--- config.mk ---
export PLATFORM = sky130hd
export DESIGN_NAME = heading_vector
export DESIGN_NICKNAME = d
export VERILOG_FILES = /design/src/rtl/heading_vector.sv
export SDC_FILE = /design/constraint.sdc
export NUM_CORES = 1
export LEC_CHECK = 0
export ABC_AREA = 1
export CORE_UTILIZATION = 60
export DETAILED_ROUTE_END_ITERATION = 8
export MAX_ROUTING_LAYER = met4
export PLACE_DENSITY = 0.85
export SETUP_SLACK_MARGIN = 0.05
export SLEW_MARGIN = 20
export SYNTH_ARGS = -nofsm -noshare
export SYNTH_HDL_FRONTEND = slang
export SYNTH_SLANG_ARGS = --single-unit
--- constraint.sdc ---
create_clock -name clock -period 6.8 [get_ports clock]
set_input_delay 1.02 -clock clock [delete_from_list [all_inputs] [get_ports clock]]
set_output_delay 1.02 -clock clock [all_outputs]
set_load 0.02 [all_outputs]
--- src/rtl/heading_vector.sv ---
// Heading-to-Cartesian converter: folds a quarter-wave sincos ROM word by quadrant
// and scales it by an unsigned magnitude to produce signed dx/dy.
module heading_vector #(
  parameter int MAG_W   = 12,
  parameter int ROM_LAT = 2
) (
  input  logic                    clock,
  input  logic                    reset_n,
  input  logic                    in_valid,
  output logic                    in_ready,
  input  logic [9:0]              in_angle,
  input  logic [MAG_W-1:0]        in_mag,
  output logic [7:0]              rom_addr,
  input  logic [35:0]             rom_q,
  output logic                    out_valid,
  input  logic                    out_ready,
  output logic signed [MAG_W:0]   out_dx,
  output logic signed [MAG_W:0]   out_dy,
  output logic [1:0]              dbg_state
);

  // Handshakes: a transfer happens on a rising edge where valid && ready.
  // in_ready is high only in IDLE; out_valid is high only in DONE and the
  // result is held until out_ready is seen.

  typedef enum logic [1:0] {IDLE, WAIT, CALC, DONE} state_t;

  localparam int CNT_W = (ROM_LAT > 1) ? $clog2(ROM_LAT) : 1;
  localparam logic [CNT_W-1:0] CNT_INIT = CNT_W'(ROM_LAT - 1);
  localparam int PROD_W = 18 + MAG_W;

  state_t             state, state_next;
  logic [CNT_W-1:0]   cnt;
  logic [1:0]         quad_r;
  logic [MAG_W-1:0]   mag_r;

  logic [17:0]        s_val, c_val;
  logic [17:0]        cos_mag, sin_mag;
  logic               cos_neg, sin_neg;
  logic [PROD_W-1:0]  prod_x, prod_y;
  logic [MAG_W:0]     p_x, p_y;
  logic [MAG_W:0]     dx_next, dy_next;

  always_ff @(posedge clock or negedge reset_n) begin
    if (!reset_n) state <= IDLE;
    else          state <= state_next;
  end

  always_comb begin
    state_next = state;
    case (state)
      IDLE: if (in_valid)     state_next = WAIT;
      WAIT: if (cnt == '0)    state_next = CALC;
      CALC:                   state_next = DONE;
      DONE: if (out_ready)    state_next = IDLE;
      default:                state_next = IDLE;
    endcase
  end

  always_comb begin
    in_ready  = (state == IDLE);
    out_valid = (state == DONE);
    dbg_state = state;
  end

  // Quadrant fold: rotate the first-quadrant (cos, sin) pair by quad*90 degrees.
  always_comb begin
    s_val   = rom_q[35:18];
    c_val   = rom_q[17:0];
    cos_mag = c_val;
    sin_mag = s_val;
    cos_neg = 1'b0;
    sin_neg = 1'b0;
    case (quad_r)
      2'd0: begin cos_mag = c_val; cos_neg = 1'b0; sin_mag = s_val; sin_neg = 1'b0; end
      2'd1: begin cos_mag = s_val; cos_neg = 1'b1; sin_mag = c_val; sin_neg = 1'b0; end
      2'd2: begin cos_mag = c_val; cos_neg = 1'b1; sin_mag = s_val; sin_neg = 1'b1; end
      default: begin cos_mag = s_val; cos_neg = 1'b0; sin_mag = c_val; sin_neg = 1'b1; end
    endcase
  end

  // Truncate the Q1.17 product first, then apply the sign so results stay symmetric.
  always_comb begin
    prod_x  = PROD_W'(cos_mag) * PROD_W'(mag_r);
    prod_y  = PROD_W'(sin_mag) * PROD_W'(mag_r);
    p_x     = (MAG_W+1)'(prod_x >> 17);
    p_y     = (MAG_W+1)'(prod_y >> 17);
    dx_next = cos_neg ? -p_x : p_x;
    dy_next = sin_neg ? -p_y : p_y;
  end

  always_ff @(posedge clock or negedge reset_n) begin
    if (!reset_n) begin
      cnt      <= '0;
      quad_r   <= '0;
      mag_r    <= '0;
      rom_addr <= '0;
      out_dx   <= '0;
      out_dy   <= '0;
    end else begin
      case (state)
        IDLE: if (in_valid) begin
          quad_r   <= in_angle[9:8];
          mag_r    <= in_mag;
          rom_addr <= in_angle[7:0];
          cnt      <= CNT_INIT;
        end
        WAIT: if (cnt != '0) cnt <= cnt - 1'b1;
        CALC: begin
          out_dx <= dx_next;
          out_dy <= dy_next;
        end
        default: ;
      endcase
    end
  end

endmodule

==> impl_metrics.env, run 1 <==
export IMPL_wl_per_cell_um=18.20
export IMPL_worstPathRequired_ps=7010
export IMPL_post_dp_cell_area_sq_mm=0.02019
export IMPL_hold_viol=0
export IMPL_clock_sinks=51
export IMPL_cp_slowest_cell="fa_1"
export IMPL_gp_congestion=1.001
export IMPL_clkSlewWorstSetupHoldPaths_ps=80
export IMPL_synth_edff_count=0
export IMPL_grt_pass1_vias=17109
export IMPL_grt_pass1_wl_um=82840
export IMPL_rows=61
export IMPL_status="finished clean"
export IMPL_fill_cells=1839
export IMPL_synth_area_sq_mm=0.01706
export IMPL_syn_inst=2303
export IMPL_startpoint_type="register"
export IMPL_syn2layout_area_growth_pct=27.37
export IMPL_design_area_sq_mm=0.02173
export IMPL_slew_violations=0
export IMPL_stdcell_count=3021
export IMPL_antenna_found_initial=1
export IMPL_post_route_util=0.7799
export IMPL_min_from="out_dx[6]"
export IMPL_synthFlopType="dfrtp_1"
export IMPL_worst_slew_pin_slew_ps=1062
export IMPL_track_usage=0.3811
export IMPL_post_route_drc_count=0
export IMPL_ys_warn_count=0
export IMPL_yosys_register_bits=51
export IMPL_dieWidth_um=170.6
export IMPL_critPathMaxFanout=5
export IMPL_dp_hpwl_um=41940
export IMPL_hold_class="register to register"
export IMPL_synth_nets=2820
export IMPL_startpoint="quad_r[1]"
export IMPL_initial_utilization=0.6123
export IMPL_port_buffers=99
export IMPL_finalSetupViolations=0
export IMPL_arrival_ps=6880
export IMPL_cts_tree="done"
export IMPL_io_pin_count=100
export IMPL_ys_types=46
export IMPL_cts_buffers=5
export IMPL_fp_dieArea_sq_mm=0.02911
export IMPL_antennaDiodeCount=0
export IMPL_fin_crit_sh=0.9809
export IMPL_end_kind="register"
export IMPL_num_nets_final=3159
export IMPL_cts_htree_levels=2
export IMPL_finalSetupTns_ps=0
export IMPL_finalCriticalPeriod_ps=6670
export IMPL_max_freq_mhz=149.9
export IMPL_routed_via_density=5.570
export IMPL_drive_above_1_share=0.2187
export IMPL_cp_slowest_stage_delay_ps=570
export IMPL_reg2reg_from="quad_r[1]"
export IMPL_synthArstFlopShare=1.000
export IMPL_drtAntennaViolNets=0
export IMPL_grt_max_degree=52
export IMPL_seq_area_frac_synth=0.07482
export IMPL_slew_headroom=0.2896
export IMPL_cp_common_cell="inv_2"
export IMPL_grt_overflow=0
export IMPL_drt_iter0_markers=1849
export IMPL_clock_root_buffer="clkbuf_16"
export IMPL_fin_skew_ps=23.99
export IMPL_clk_path_buf_depth=2
export IMPL_synth_area_per_cell_sq_um=7.407
export IMPL_drv_cap=0
export IMPL_dr_pass1_iters=7
export IMPL_vias=16826
export IMPL_clock_latency_ps=330
export IMPL_critPathKind="register to register"
export IMPL_ctsHoldBuffers=0
export IMPL_routed_wl_um=54990
export IMPL_dp_cells=2971
export IMPL_chipHeight_um=170.6
export IMPL_core_area_sq_mm=0.02786
==> cells in the mapped netlist (6+ instances only) <==
cell / n / area share
clkinv_1: 21 / 0.0046
or2_2: 32 / 0.012
o21ai_1: 6 / 0.0018
nand2_2: 24 / 0.0088
nand4_1: 8 / 0.0029
o21ai_0: 90 / 0.026
nor2_1: 213 / 0.047
nor3_1: 14 / 0.0041
nand3_2: 7 / 0.0041
nand3b_1: 6 / 0.0026
nand2_1: 576 / 0.13
buf_2: 6 / 0.0018
a21o_1: 8 / 0.0035
clkbuf_1: 51 / 0.011
a31oi_1: 10 / 0.0037
dfrtp_1: 51 / 0.075
nand2_4: 8 / 0.0053
nand3_1: 72 / 0.021
inv_1: 542 / 0.12
ha_1: 137 / 0.10
fa_1: 318 / 0.37
xor2_1: 9 / 0.0046
a21oi_1: 46 / 0.013
==> worst paths after layout <==
kind                             end  slack [ps]  cells after the start
min in group asynchronous  out_dx[4]         850                      2
max                        out_dx[8]         130                     34
min reg2reg                out_dx[6]         490                      2
min                        out_dx[6]         490                      2
max in group asynchronous  out_dy[7]        5430                      2
max reg2reg                out_dx[8]         130                     34
==> registers in the layout, indices dropped and copies added, names as in the netlist <==
name and count:
out_dy 13, mag_r 12, dbg_state 2, quad_r 2, rom_addr 8, out_dx 13, cnt 1
==> repair_timing <==
action / 4_1_cts / 5_1_grt
pin swaps: 7 / 95
setup buffers: 7 / 31
gates cloned: 0 / 4
gates resized for setup: 36 / 273
endpoints found under the setup margin: 23 / 24
==> through the flow <==
step / setup WS [ps] / hold WS [ps]
3_3_place_gp: -364.9 / 463.5
3_5_place_dp: -555.0 / 470.7
2_1_floorplan: 540.7 / 468.5
6_report: 130.0 / 486.2
4_1_cts: 51.12 / 492.5
5_1_grt: -82.25 / 511.2
==> critical path: cells and delay by family, from the launching register on <==
kind	cells	cell delay, ps
adders and majority gates	8	3240
and+or+nand+nor	11	1370
buffers and inverters	11	910
AOI/OAI and AO/OA	4	570
DFF	1	450
==> cells in the final DEF, fill, tap and decap left out, drive strengths merged, types with 2 or more instances in the layout <==
cell type and count:
a21boi 2, xor2 10, o21ai 99, o211ai 3
fa 318, dlymetal6s2s 23, o221ai 2, or2 32
a31oi 10, nand2 608, nand3 81, o21bai 5
nor2 221, inv 559, o21a 3, clkdlybuf4s50 75
ha 137, buf 288, nor4 3, nor3 15
a21oi 46, dfrtp 51, nand4 8, clkbuf 9
xnor2 6, bufinv 4, a21o 8, nand3b 7
clkinv 5
==> layout make-up <==
type / instances / area (sq um) / share of cell area
Inverter: 566 / 2210 / 0.1017
Timing Repair Buffer: 390 / 3368 / 0.1550
Tap cell: 378 / 473.0 / 0.02177
Clock buffer: 5 / 125.1 / 0.005759
Multi-Input combinational cell: 1628 / 14250 / 0.6557
Clock inverter: 3 / 27.53 / 0.001267
Sequential cell: 51 / 1276 / 0.05874
==> per-layer routing <==
layer	global-route usage	up-vias	wire [um]
li1	-	7470	-
met1	0.4748	8016	20300
met2	0.6035	1100	25510
met3	0.09739	240	6694
met4	0.1320	0	2484
met5	-	-	0
==> logic make-up (layout without fill, tap and decap cells) <==
kind of cell    count (synthesis)  in the layout  synth area share
fa+ha+maj                     455            455            0.4737
flops                          51             51           0.07482
compound gates                182            182           0.05993
simple gates                  975            975            0.2436
xor+xnor                       16             16          0.009756
buf+inv                       624            964            0.1382
Power of run 1 is left out: the tool's default activity adds up to more than one toggle a clock period on the data nets, which glitch-free logic cannot reach.
==> run 2: changes to the inputs <==
--- a/config.mk
+++ b/config.mk
@@ -5,7 +5,6 @@
 export SDC_FILE = /design/constraint.sdc
 export NUM_CORES = 1
 export LEC_CHECK = 0
-export ABC_AREA = 1
 export CORE_UTILIZATION = 60
 export DETAILED_ROUTE_END_ITERATION = 8
 export MAX_ROUTING_LAYER = met4
==> run 2 against run 1 <==
The run now ends with negative setup slack left. Synthesized cell count fell by 19%. Global-route usage is 1.9 points lower. Register-to-register slack worse by 740 ps. Clock skew shrank 20 ps. Routed wire length fell by 4.6%. Maximum frequency fell by 9.9%. Non-clock buffer count down 51. Clock-buffer cell count grew 1. Sequential share of layout area is 0.34 points higher. Critical path type unchanged. Critical endpoint is now out_dx[11].
==> impl_metrics.env, run 2 <==
export IMPL_status="finished, violations left"
export IMPL_violations="negative setup slack"
export IMPL_drv_cap=0
export IMPL_drive_above_1_share=0.2255
export IMPL_hold_viol=0
export IMPL_drtAntennaViolNets=0
export IMPL_cp_slowest_cell="fa_1"
export IMPL_dieWidth_um=167.2
export IMPL_num_nets_final=2645
export IMPL_clkSlewWorstSetupHoldPaths_ps=80
export IMPL_wl_per_cell_um=21.24
export IMPL_grt_overflow=0
export IMPL_finalCriticalPeriod_ps=7407
export IMPL_synth_edff_count=0
export IMPL_hold_class="register to register"
export IMPL_io_pin_count=100
export IMPL_cts_tree="done"
export IMPL_synth_area_per_cell_sq_um=8.740
export IMPL_clk_path_buf_depth=2
export IMPL_gp_congestion=0.9039
export IMPL_cp_slowest_stage_delay_ps=570
export IMPL_synth_area_sq_mm=0.01637
export IMPL_grt_pass1_wl_um=77640
export IMPL_antenna_found_initial=0
export IMPL_layout_setup_ws_ps=-606.5
export IMPL_cp_common_cell="fa_1"
export IMPL_seqCellArea_sq_mm=0.001277
export IMPL_syn2layout_area_growth_pct=25.58
export IMPL_rows=60
export IMPL_yosys_register_bits=51
export IMPL_arrival_ps=7570
export IMPL_finalSetupViolations=16
export IMPL_end_kind="register"
export IMPL_synth_top_area_frac=0.3889
export IMPL_fill_cells=1536
export IMPL_rsz0062_at_grt="true"
export IMPL_port_buffers=99
export IMPL_initial_utilization=0.6091
export IMPL_slew_headroom=0.2811
export IMPL_synthTopCellsByArea="fa_1 (39%), ha_1 (10%), inv_1 (9.2%)"
export IMPL_path_buf_inv=10
export IMPL_clock_latency_ps=310
export IMPL_core_area_sq_mm=0.02688
export IMPL_ys_warn_count=0
export IMPL_track_usage=0.3625
export IMPL_cts_buffers=5
export IMPL_multi_input_area_sq_mm=0.01425
export IMPL_seq_area_frac_synth=0.07796
export IMPL_routed_wl_um=52460
export IMPL_critPathKind="register to register"
export IMPL_ys_types=74
export IMPL_drt_iter0_markers=1596
export IMPL_grt_max_degree=52
export IMPL_fp_dieArea_sq_mm=0.02795
export IMPL_layout_common_cells="inv_1 (393), nand2_1 (322), fa_1 (302)"
export IMPL_synthFlopType="dfrtp_1"
export IMPL_vias=15040
export IMPL_grt_pass1_vias=15806
export IMPL_reg_top3="out_dx (13), out_dy (13), mag_r (12)"
export IMPL_slew_violations=0
export IMPL_syn_inst=1873
export IMPL_ys_top_cells_by_count="inv_1 (403), nand2_1 (331), fa_1 (318), and2_1 (137), ha_1 (137)"
export IMPL_cts_htree_levels=2
export IMPL_fin_crit_sh=1.089
export IMPL_pre_cts_slack_ps=-865.6
export IMPL_startpoint_type="register"
export IMPL_yosysMostFrequentCell="inv_1"
export IMPL_path_delay_family="adder cells"
export IMPL_chipHeight_um=167.2
export IMPL_dr_pass1_iters=6
export IMPL_yosys_area_top_type="fa_1"
export IMPL_worstPathRequired_ps=6970
export IMPL_layout_commonest_cell="inv_1"
export IMPL_antennaDiodeCount=0
export IMPL_fin_skew_ps=3.941
export IMPL_clock_root_buffer="clkbuf_16"
export IMPL_clock_sinks=51
export IMPL_worst_slew_pin_slew_ps=1074
export IMPL_dp_hpwl_um=34290
export IMPL_max_freq_mhz=135.0
export IMPL_critPathMaxFanout=9
export IMPL_post_route_drc_count=0
export IMPL_post_route_util=0.7649
export IMPL_routed_via_density=6.089
export IMPL_synth_nets=2390
export IMPL_synthArstFlopShare=1.000
[run 2: changes by cell type after synthesis, sizes merged, moves of 68 or more]
| cell | before | now |
|---|---|---|
| nor2 | 221 | 45 |
| nand3 | 81 | 12 |
| o21ai | 99 | 31 |
| nand2 | 608 | 332 |
| and2 | 0 | 137 |
| inv | 545 | 403 |
[run 2: area by class of cell]
type | instances | share of cell area
Clock buffer | 6 | 0.006269
Clock inverter | 2 | 0.0006086
Inverter | 403 | 0.07371
Multi-Input combinational cell | 1328 | 0.6932
Sequential cell | 51 | 0.06214
Tap cell | 341 | 0.02075
Timing Repair Buffer | 339 | 0.1433
[run 2: tightest hold or removal path: cells and delay by family, from the launching register on]
kind | cells | cell delay (ps)
simple gates | 1 | 50
compound gates | 1 | 60
flops | 1 | 350
[run 2: worst paths after layout]
check	from	end	slack, ps	depth (start not counted)
worst max-delay path	quad_r[1]	out_dx[11]	-610	29
worst min-delay path	out_dx[0]	out_dx[0]	500	2
worst max register to register	quad_r[1]	out_dx[11]	-610	29
worst min register to register	out_dx[0]	out_dx[0]	500	2
max in group asynchronous	reset_n	quad_r[1]	5440	2
min in group asynchronous	reset_n	out_dy[12]	840	2
[run 2: metrics by stage]
stage	instance area [sq um]	instances	setup TNS [ps]	hold slack (ps)
floorplan	16760	1873	0	510.6
global placement	19130	2405	-6352	471.4
detailed placement	19130	2405	-8951	477.7
CTS	20080	2456	-1369	496.6
global route	20560	2470	-8494	534.7
finish	20560	2470	-5409	495.5
[run 2: routing by layer]
layer,wire length (um),GRT usage
met2,25110,0.5976
met1,17970,0.4318
met3,5684,0.06878
met4,3697,0.1683
met5,0,-
[run 2: cell families after synthesis]
logic type / after synthesis / synth area share
buffers and inverters: 502 / 0.1159
muxes: 68 / 0.04647
and+or+nand+nor: 571 / 0.1627
DFF: 51 / 0.07796
adders and majority gates: 455 / 0.4936
xor gates and xnor gates: 42 / 0.02247
AOI/OAI and AO/OA: 184 / 0.08095
[run 2: timing repair]
| action | CTS | global route |
|---|---|---|
| buffers inserted | 37 | 17 |
| hold buffers | 0 | 0 |
| cloned | 6 | 3 |
| endpoints found under the setup margin | 16 | 20 |
| pin swaps | 70 | 58 |
| resized for setup | 125 | 85 |
Power of run 2 is left out for the same reason.
